**src/rtl/md_pkg.sv**
```systemverilog
// Shared encodings for the multiply/divide unit: op codes, FSM states, ALU op constants
// and small arithmetic helpers.
package md_pkg;

    localparam int MD_XLEN = 32;

    typedef enum logic [2:0] {
        MD_MUL    = 3'b000,
        MD_MULH   = 3'b001,
        MD_MULHSU = 3'b010,
        MD_MULHU  = 3'b011,
        MD_DIV    = 3'b100,
        MD_DIVU   = 3'b101,
        MD_REM    = 3'b110,
        MD_REMU   = 3'b111
    } md_op_e;

    typedef enum logic [1:0] {
        ST_IDLE = 2'b00,
        ST_CALC = 2'b01,
        ST_DONE = 2'b10
    } md_state_e;

    localparam logic [3:0] ALU_ADD  = 4'b0000;
    localparam logic [3:0] ALU_SUB  = 4'b0001;
    localparam logic [3:0] ALU_AND  = 4'b0010;
    localparam logic [3:0] ALU_OR   = 4'b0011;
    localparam logic [3:0] ALU_XOR  = 4'b0100;
    localparam logic [3:0] ALU_SLL  = 4'b0101;
    localparam logic [3:0] ALU_SRL  = 4'b0110;
    localparam logic [3:0] ALU_SRA  = 4'b0111;

    function automatic logic [31:0] cond_neg32(input logic [31:0] v, input logic neg);
        return neg ? (~v + 32'd1) : v;
    endfunction

    // rs1 is treated as two's complement for these ops
    function automatic logic op_signed_a(input logic [2:0] op);
        return (op == MD_MULH) || (op == MD_MULHSU) || (op == MD_DIV) || (op == MD_REM);
    endfunction

    function automatic logic op_signed_b(input logic [2:0] op);
        return (op == MD_MULH) || (op == MD_DIV) || (op == MD_REM);
    endfunction

endpackage

```
**src/rtl/md_div_core.sv**
```systemverilog
// 32-step restoring divider on unsigned magnitudes; one quotient bit per cycle after i_start.
// Quotient/remainder outputs show the result of the step in progress, final when o_done is high.
module md_div_core
    import md_pkg::*;
(
    input  logic        i_clk,
    input  logic        i_rst_n,
    input  logic        i_start,
    input  logic [31:0] i_dividend,
    input  logic [31:0] i_divisor,
    output logic        o_done,
    output logic [31:0] o_quotient,
    output logic [31:0] o_remainder
);

    logic [31:0] quo_q, quo_d;
    logic [31:0] rem_q, rem_d;
    logic [31:0] dvs_q, dvs_d;
    logic [5:0]  cnt_q, cnt_d;
    logic        active_q, active_d;
    logic [32:0] rem_sh_s;
    logic [32:0] diff_s;
    logic [31:0] quo_step_s;
    logic [31:0] rem_step_s;

    // One restoring step: shift in the next dividend bit, subtract if it fits
    always_comb begin
        rem_sh_s = {rem_q, quo_q[31]};
        diff_s   = rem_sh_s - {1'b0, dvs_q};
        if (diff_s[32] == 1'b0) begin
            rem_step_s = diff_s[31:0];
            quo_step_s = {quo_q[30:0], 1'b1};
        end else begin
            rem_step_s = rem_sh_s[31:0];
            quo_step_s = {quo_q[30:0], 1'b0};
        end
    end

    // Next-state selection for load / iterate / hold
    always_comb begin
        quo_d    = quo_q;
        rem_d    = rem_q;
        dvs_d    = dvs_q;
        cnt_d    = cnt_q;
        active_d = active_q;
        if (i_start) begin
            quo_d    = i_dividend;
            rem_d    = 32'd0;
            dvs_d    = i_divisor;
            cnt_d    = 6'd0;
            active_d = 1'b1;
        end else if (active_q) begin
            quo_d = quo_step_s;
            rem_d = rem_step_s;
            cnt_d = cnt_q + 6'd1;
            if (cnt_q == 6'd31) begin
                active_d = 1'b0;
            end else begin
                active_d = 1'b1;
            end
        end else begin
            active_d = 1'b0;
        end
    end

    // Divider state registers
    always_ff @(posedge i_clk or negedge i_rst_n) begin
        if (!i_rst_n) begin
            quo_q    <= 32'd0;
            rem_q    <= 32'd0;
            dvs_q    <= 32'd0;
            cnt_q    <= 6'd0;
            active_q <= 1'b0;
        end else begin
            quo_q    <= quo_d;
            rem_q    <= rem_d;
            dvs_q    <= dvs_d;
            cnt_q    <= cnt_d;
            active_q <= active_d;
        end
    end

    assign o_done      = active_q && (cnt_q == 6'd31);
    assign o_quotient  = quo_step_s;
    assign o_remainder = rem_step_s;

endmodule

```
**src/rtl/md_unit.sv**
```systemverilog
// RV32M multiply/divide unit: iterative shift-add multiply and restoring divide, fixed latency.
// Build option MD_FAST_MUL_EN: multiplies bypass iteration through a single-cycle 33x33 multiplier.
module md_unit
    import md_pkg::*;
#(
    parameter int XLEN = 32
) (
    input  logic            i_clk,
    input  logic            i_rst_n,
    input  logic            i_start,
    input  logic [2:0]      i_md_op,
    input  logic [XLEN-1:0] i_operand_a,
    input  logic [XLEN-1:0] i_operand_b,
    output logic            o_busy,
    output logic            o_valid,
    output logic [XLEN-1:0] o_md_data
);

    md_state_e   state_q, state_d;
    md_op_e      op_q, op_d;
    logic [5:0]  cnt_q, cnt_d;
    logic        sa_q, sa_d;
    logic        sb_q, sb_d;
    logic        dvz_q, dvz_d;
    logic [63:0] prod_q, prod_d;
    logic [63:0] mcand_q, mcand_d;
    logic [31:0] mplier_q, mplier_d;
    logic [31:0] result_q, result_d;
    logic        busy_q, valid_q;

    logic        sgn_a_s, sgn_b_s;
    logic [31:0] mag_a_s, mag_b_s;
    logic [63:0] prod_next_s, prod_fix_s;
    logic [31:0] mul_res_s, div_res_s;
    logic        div_start_s, div_done_s;
    logic [31:0] div_quo_s, div_rem_s;

    assign sgn_a_s     = op_signed_a(i_md_op) & i_operand_a[31];
    assign sgn_b_s     = op_signed_b(i_md_op) & i_operand_b[31];
    assign mag_a_s     = cond_neg32(i_operand_a, sgn_a_s);
    assign mag_b_s     = cond_neg32(i_operand_b, sgn_b_s);
    assign prod_next_s = prod_q + (mplier_q[0] ? mcand_q : 64'd0);
    assign prod_fix_s  = (sa_q ^ sb_q) ? (~prod_next_s + 64'd1) : prod_next_s;
    assign mul_res_s   = (op_q == MD_MUL) ? prod_fix_s[31:0] : prod_fix_s[63:32];

    md_div_core u_div (
        .i_clk       (i_clk),
        .i_rst_n     (i_rst_n),
        .i_start     (div_start_s),
        .i_dividend  (mag_a_s),
        .i_divisor   (mag_b_s),
        .o_done      (div_done_s),
        .o_quotient  (div_quo_s),
        .o_remainder (div_rem_s)
    );

    // Sign fix-up of the magnitude result; a zero divisor forces an all-ones quotient
    always_comb begin
        case (op_q)
            MD_DIV:  div_res_s = dvz_q ? 32'hFFFF_FFFF : cond_neg32(div_quo_s, sa_q ^ sb_q);
            MD_DIVU: div_res_s = dvz_q ? 32'hFFFF_FFFF : div_quo_s;
            MD_REM:  div_res_s = cond_neg32(div_rem_s, sa_q);
            MD_REMU: div_res_s = div_rem_s;
            default: div_res_s = 32'd0;
        endcase
    end

`ifdef MD_FAST_MUL_EN
    logic signed [65:0] fast_prod_s;
    logic        [31:0] fast_res_s;

    assign fast_prod_s = $signed({sgn_a_s & i_operand_a[31], i_operand_a})
                       * $signed({sgn_b_s & i_operand_b[31], i_operand_b});
    assign fast_res_s  = (i_md_op == MD_MUL) ? fast_prod_s[31:0] : fast_prod_s[63:32];
`endif

    // FSM next state plus datapath next values
    always_comb begin
        state_d     = state_q;
        op_d        = op_q;
        cnt_d       = cnt_q;
        sa_d        = sa_q;
        sb_d        = sb_q;
        dvz_d       = dvz_q;
        prod_d      = prod_q;
        mcand_d     = mcand_q;
        mplier_d    = mplier_q;
        result_d    = result_q;
        div_start_s = 1'b0;
        case (state_q)
            ST_IDLE: begin
                if (i_start) begin
                    op_d        = md_op_e'(i_md_op);
                    sa_d        = sgn_a_s;
                    sb_d        = sgn_b_s;
                    dvz_d       = (i_operand_b == 32'd0);
                    prod_d      = 64'd0;
                    mcand_d     = {32'd0, mag_a_s};
                    mplier_d    = mag_b_s;
                    cnt_d       = 6'd0;
                    div_start_s = i_md_op[2];
`ifdef MD_FAST_MUL_EN
                    if (!i_md_op[2]) begin
                        state_d  = ST_DONE;
                        result_d = fast_res_s;
                    end else begin
                        state_d = ST_CALC;
                    end
`else
                    state_d = ST_CALC;
`endif
                end else begin
                    state_d = ST_IDLE;
                end
            end
            ST_CALC: begin
                prod_d   = prod_next_s;
                mcand_d  = {mcand_q[62:0], 1'b0};
                mplier_d = {1'b0, mplier_q[31:1]};
                if (cnt_q == 6'd31) begin
                    state_d = ST_DONE;
                    cnt_d   = 6'd0;
                    if (!op_q[2]) begin
                        result_d = mul_res_s;
                    end else if (div_done_s) begin
                        result_d = div_res_s;
                    end else begin
                        result_d = result_q;
                    end
                end else begin
                    state_d = ST_CALC;
                    cnt_d   = cnt_q + 6'd1;
                end
            end
            ST_DONE: begin
                state_d = ST_IDLE;
            end
            default: begin
                state_d = ST_IDLE;
            end
        endcase
    end

    // State, datapath and registered outputs; reset discards any in-flight operation
    always_ff @(posedge i_clk or negedge i_rst_n) begin
        if (!i_rst_n) begin
            state_q  <= ST_IDLE;
            op_q     <= MD_MUL;
            cnt_q    <= 6'd0;
            sa_q     <= 1'b0;
            sb_q     <= 1'b0;
            dvz_q    <= 1'b0;
            prod_q   <= 64'd0;
            mcand_q  <= 64'd0;
            mplier_q <= 32'd0;
            result_q <= 32'd0;
            busy_q   <= 1'b0;
            valid_q  <= 1'b0;
        end else begin
            state_q  <= state_d;
            op_q     <= op_d;
            cnt_q    <= cnt_d;
            sa_q     <= sa_d;
            sb_q     <= sb_d;
            dvz_q    <= dvz_d;
            prod_q   <= prod_d;
            mcand_q  <= mcand_d;
            mplier_q <= mplier_d;
            result_q <= result_d;
            busy_q   <= (state_d != ST_IDLE);
            valid_q  <= (state_d == ST_DONE);
        end
    end

    assign o_busy    = busy_q;
    assign o_valid   = valid_q;
    assign o_md_data = result_q;

endmodule

```
**config.mk**
```make
export PLATFORM = sky130hd
export DESIGN_NAME = md_unit
export DESIGN_NICKNAME = d
export VERILOG_FILES = /design/src/rtl/md_pkg.sv /design/src/rtl/md_div_core.sv /design/src/rtl/md_unit.sv
export SDC_FILE = /design/constraint.sdc
export NUM_CORES = 1
export LEC_CHECK = 0
export ABC_AREA = 1
export CAP_MARGIN = 20
export CELL_PAD_IN_SITES_DETAIL_PLACEMENT = 0
export CELL_PAD_IN_SITES_GLOBAL_PLACEMENT = 1
export CORE_MARGIN = 5
export CORE_UTILIZATION = 40
export DETAILED_ROUTE_END_ITERATION = 8
export PLACE_DENSITY = 0.84
export RECOVER_POWER = 50
export SLEW_MARGIN = 20
export SYNTH_ARGS = -nofsm -noshare
export SYNTH_HDL_FRONTEND = slang
export SYNTH_SLANG_ARGS = --single-unit
```
**constraint.sdc**
```tcl
create_clock -name i_clk -period 8.6 [get_ports i_clk]
set_input_delay 1.72 -clock i_clk [delete_from_list [all_inputs] [get_ports i_clk]]
set_output_delay 1.72 -clock i_clk [all_outputs]
set_load 0.02 [all_outputs]
```
# Word level (Yosys, flattened, before mapping)
# Index checks and enable logic that the tools add are counted.
# classes
bitwise	8
muxes	37
add_sub_neg	9
n_reduce_logical	15
n_eq_ne	14
# op_table
cell	n
$mux W32	15
$mux W64	4
$pmux W64 S2	2
$add A32 B1 Y32 const B	4
$not A32 Y32	4
$pmux W32 S4	1
$add A64 B1 Y64 const B	1
$add A64 B64 Y64	1
$not A64 Y64	1
$pmux W32 S2	1
$sub A33 B32 Y33	1
$logic_not A32 Y1	1
$mux W6	4
$eq A3 B3 Y1 const B	6
$add A6 B1 Y6 const B	2
$eq A6 B5 Y1 const B	2
$pmux W6 S2	1
$mux W1	7
$reduce_bool A2 Y1	3
$logic_or A1 B1 Y1	5
$pmux W2 S2	1
$reduce_and A2 Y1	2
$eq A3 B1 Y1 const B	1
$eq A3 B2 Y1 const B	1
11 further kinds	12
# totals
output_inout_bits	34
word_cells	100
reg_bits	311

# Longest topological paths before layout
# logic_depth
depth_word	9
depth_mapped	34

# Cells and area by module
# A second synthesis with hierarchy kept.
# unflattened
cells_unflattened	4892
hier_area_um2	29080.4
# by_module_without_submodules
module	seq_area_each_um2	area_per_inst_um2	cells_each	n_inst
md_unit	5205.0	21474.3	3716	1
md_div_core	2577.5	7606.0	1176	1

# Least setup slack after synthesis
# No wires, ideal clock.
# synth_path
kind	register -> register
start	register u_div.quo_q[31]
end	register result_q[28] (netlist: o_md_data[28])
required_ns	8.484
n_path_buf	1
setup_time_ns	0.116
path_slack_ns	4.433
path_stages_with_launch	33
t_arrival_ns	4.051
path_cell_list	dfrtp_1 -> inv_1 -> ha_1 -> inv_1 -> fa_1 -> nand2_1 -> nand2_1 -> nand3_2 -> nand2_2 -> nand2_2 -> nand2_2 -> nand2_4 -> nand3_2 -> nand2_4 -> buf_4 -> ha_1 -> inv_1 -> nor3_1 -> nand3_1 -> nor3_1 -> nand3_1 -> nor2_1 -> nand2_1 -> nor2_1 -> nand2_1 -> o21ai_0 -> nand3_1 -> o211ai_1 -> nand3_1 -> a21oi_1 -> a21oi_1 -> nand2_1 -> nand2_1
# synth_between
elab_chain_cells	9
elab_cells_between_ends	13
cone_classes	add/sub: 3; mux: 8; bitwise: 2
# synth_rtl
element	line	source
from (decl)	md_div_core.sv:16	logic [31:0] quo_q, quo_d;
from (signal assigned)	md_div_core.sv:75	quo_q <= quo_d;
$sub A33 B32 Y33	md_div_core.sv:29	diff_s = rem_sh_s - {1'b0, dvs_q};
$mux W1	md_div_core.sv:30	if (diff_s[32] == 1'b0) begin
$not A32 Y32	md_pkg.sv:34	return neg ? (~v + 32'd1) : v;
$add A32 B1 Y32	md_pkg.sv:34	
$mux W32	md_pkg.sv:34	
$mux W32	md_unit.sv:60	MD_DIV: div_res_s = dvz_q ? 32'hFFFF_FFFF : cond_neg32(div_quo_s, sa_q ^ sb_q);
$pmux W32 S4 (*)	md_unit.sv:59	case (op_q)
$mux W32 (*)	md_unit.sv:125	end else if (div_done_s) begin
$mux W32 (*)	md_unit.sv:123	if (!op_q[2]) begin
to (signal assigned)	md_unit.sv:169	result_q <= result_d;
to (decl)	md_unit.sv:28	logic [31:0] result_q, result_d;
# Mark *: on every way between the ends. The rest lies on a longest branch, timed or not. The select of a mux whose other input is x is not followed.
# A chain may end at the register's enable or synchronous reset.

# Worst setup path after layout
# layout_path
start	input port i_start
end	register prod_q[44]
# layout_between
elab_chain_cells	2
# layout_rtl
element	line	source
from (decl)	md_unit.sv:10	input logic i_start,
$ne A2 B2 Y1 (no line)	n/a	
$reduce_and A2 Y1 (no line)	n/a	
to (signal assigned)	md_unit.sv:166	prod_q <= prod_d;
to (decl)	md_unit.sv:25	logic [63:0] prod_q, prod_d;
# Every way passes these cells.

==> impl_metrics.tcl <==
set metrics [dict create \
    status "finished, violations left" \
    violations "capacitance limit, slew limit" \
    synth_area_sq_mm 0.0280 \
    synth_nets 4745 \
    worstSetupEndpointType "flop" \
    p_leak_nw 16.3 \
    p_int_mw 5.42 \
    clk_pin_slew_ps 70 \
    grt_pass1_wl_um 172000 \
    drt_iter0_drc 2703 \
    drc 0 \
    n_antenna_cell 0 \
    cp-start-kind "input pin" \
    cts_sinks 311 \
    swShare 0.569 \
    area_growth_pct 11.6 \
    drtAntennaViolNets 0 \
    grtUsageMet2 0.512 \
    synthTopCellsByArea "dfrtp_1, nand2_1, inv_1" \
    slew_headroom -1.72 \
    clock.fmax_mhz 171 \
    max_stage_delay_ps 1410 \
    finalNonFillerCells 5580 \
    hp-class "reg -> reg" \
    postSynthAreaPerCell_sq_um 6.12 \
    cp.arrival_ps 6340 \
    fin_nets 4783 \
    required_ps 9090 \
    dieArea_sq_mm 0.0754 \
    drive_gt1_frac 0.0442 \
    reg2reg_slack_ps 3310 \
    rows 97 \
    rsz0062_at_grt "false" \
    grt_max_degree 156 \
    wl_um 114000 \
    placedCellCount 5506 \
    clockBufferDepth 3 \
    finalHoldViolations 0 \
    routed_via_density 5.40 \
    die_h_um 275 \
    yosys-top-cells-count "nand2_1, inv_1, nor2_1" \
    period_needed_ps 5840 \
    critPathKind "in -> reg" \
    h-tree-depth 2 \
    synthMuxAreaShare 0 \
    synth.most_common_cell "nand2_1" \
    start_util 0.402 \
    power.density_mw_per_mm2 403 \
    yosys_most_used_dff "dfrtp_1" \
    die_x_um 275 \
    async_flop_share 1.00 \
    io_buffer_count 103 \
    hpwl_um 90200 \
    path_max_fanout 67 \
    slew_viol_final 328 \
    final.period_utilization 0.679 \
    use_met3 0.0272 \
    critical_path_depth 8 \
    post-cts-setup-buffers 0 \
    synth_cell_types 60 \
    gr-usage-all-layers 0.293 \
    synth_fa_ha_area_frac 0.0470 \
    cts_hold_buf 0 \
    wl_per_cell_um 20.4 \
    startpoint "i_start" \
    fillers 7656 \
    grt_use_met1 0.359 \
    clkPwrFrac 0.143 \
    globalplace.congestion 1.02 \
    critPathBufInv 4 \
    setup_ws_ps 2760 \
    cts-root-buf "clkbuf_16" \
    routed-via-count 30145 \
    cts_resized 0 \
    comb_power_share 0.661 \
    cts_tree "done" \
    crit_path_end "prod_q[44]" \
    setup_tns_ps 0 \
    reg2reg_to "o_md_data[28]" \
    ios 104 \
    cp_slowest_cell "nor2_1" \
    core_region_area_sq_mm 0.0697 \
    grt_pass1_vias 28925 \
    yosysTopAreaCell "dfrtp_1" \
    antenna_found_initial 1 \
    ys_ff_latch 311 \
    synth_warnings 0 \
    cp_cell_sequence "dlygate4sd3_1 -> nand3_1 -> clkbuf_1 -> inv_1 -> nor2_1 -> buf_4 -> nand2_1 -> o21ai_0" \
    p_sw_mw 7.16 \
    synth_edf_count 0 \
    maxCapViolations 5 \
    ys_seq_area_frac 0.278 \
    synthSimpleGateAreaFrac 0.376 \
    top_usage_layer "met2" \
    synth_compound_area_frac 0.145 \
    grt.overflow.total 0 \
    synth_top_family_by_area "simple AND/OR/NAND/NOR gates" \
    place_ws_ps 3370 \
    numCtsBuffers 41 \
    cp_top_family "buffers and inverters" \
    syn_inst 4571 \
    insertion_delay_ps 600 \
    synth_top_area_share 0.278 \
    synthXorXnorAreaFrac 0.0366 \
    fin_skew_ps 27.2 \
    first_pass_iters 8 \
    r2r_start "u_div.quo_q[31]" \
    vdd_drop_max_v 0.000281 \
    setup_viol_count_final 0 \
    reg2regPathDepth 31 \
    tightestPinTransition_ps 4070 \
    seq_power_share 0.196 \
]
layer usage:
layer / vias to the layer above / part of all wire
met3: 287 / 0.050
met1: 14165 / 0.41
met4: 2 / 0.063
met2: 999 / 0.48
li1: 14692 / -
met5: - / 0.00011
worst register-to-register path: cells and delay by family, from the launching register on:
family	cells	cell delay (ps)
adders and majority gates	3	870
and+or+nand+nor	21	3110
DFF	1	380
buffers and inverters	3	220
AOI/OAI and AO/OA	4	610
per-stage QoR:
stage	utilization	area, sq um	total power [mW]	hold WS (ps)
2_1_floorplan	-	28000	8.04	435
3_3_place_gp	0.429	29900	10.6	458
3_5_place_dp	0.429	29900	10.6	460
4_1_cts	0.449	31300	12.5	476
5_1_grt	0.448	31200	13.5	491
6_report	0.448	31200	12.6	472
cell type report:
class	instances	area [sq um]	area share
inverter	721	2710	0.0867
clock buffer	54	1140	0.0366
clock inverter	20	233	0.00745
tap	940	1180	0.0376
sequential	311	7780	0.249
multi-input combinational	3405	17000	0.543
timing repair buffer	129	1220	0.0390
cells in the final DEF, fill, tap and decap left out, types with 13 or more instances in the layout:
cell type        Yosys  layout
a21oi_1            163     163
a22oi_1             62      62
a31oi_1             17      17
buf_4                3      22
clkbuf_16            0      41
clkdlybuf4s50_1      0     101
clkinv_2             0      13
dfrtp_1            311     310
ha_1               102     102
inv_1              707     706
nand2_1           1567    1567
nand2_2             38      38
nand3_1            297     297
nand3b_1            41      41
nand4_1             56      56
nor2_1             376     374
nor2_2              15      15
nor3_1              56      54
o211ai_1            21      21
o21ai_0            262     262
o21bai_1            13      13
o221ai_1            34      34
o22ai_1             64      64
xnor2_1             48      48
xor2_1              67      67
how the worst min path moves through the flow:
stage,start,end,slack (ps),cells after the start
after detailed placement,u_div.cnt_q[5],u_div.cnt_q[5],460,1
after CTS,u_div.cnt_q[5],u_div.cnt_q[5],480,1
final,u_div.cnt_q[5],u_div.cnt_q[5],470,1
after global routing,u_div.cnt_q[5],u_div.cnt_q[5],490,1
after floorplan,u_div.cnt_q[5],u_div.cnt_q[5],430,1
after global placement,u_div.cnt_q[5],u_div.cnt_q[5],460,1
flip-flops by register name, indices dropped and copies added (netlist names), 2 cells and up:
| name | flops |
|---|---|
| state_q | 2 |
| mplier_q | 32 |
| u_div.dvs_q | 32 |
| u_div.rem_q | 32 |
| u_div.cnt_q | 6 |
| mcand_q | 64 |
| cnt_q | 6 |
| u_div.quo_q | 32 |
| op_q | 3 |
| o_md_data | 32 |
| prod_q | 64 |
kinds of logic (layout without fill, tap and decap cells):
logic type | count (synthesis) | count (layout)
compound gates | 686 | 686
xor+xnor | 116 | 116
fa+ha+maj | 104 | 104
buf+inv | 855 | 924
flops | 311 | 311
simple gates | 2499 | 2499
power groups by stage:
stage / Clock (mW) / Sequential, mW / Combinational [mW]
after floorplan: 0 / 2.26 / 5.78
after global routing: 1.89 / 2.51 / 9.14
after detailed placement: 0 / 2.46 / 8.16
after CTS: 1.83 / 2.45 / 8.19
final: 1.80 / 2.47 / 8.31
after global placement: 0 / 2.46 / 8.13
(Power assumes the default switching activity.)
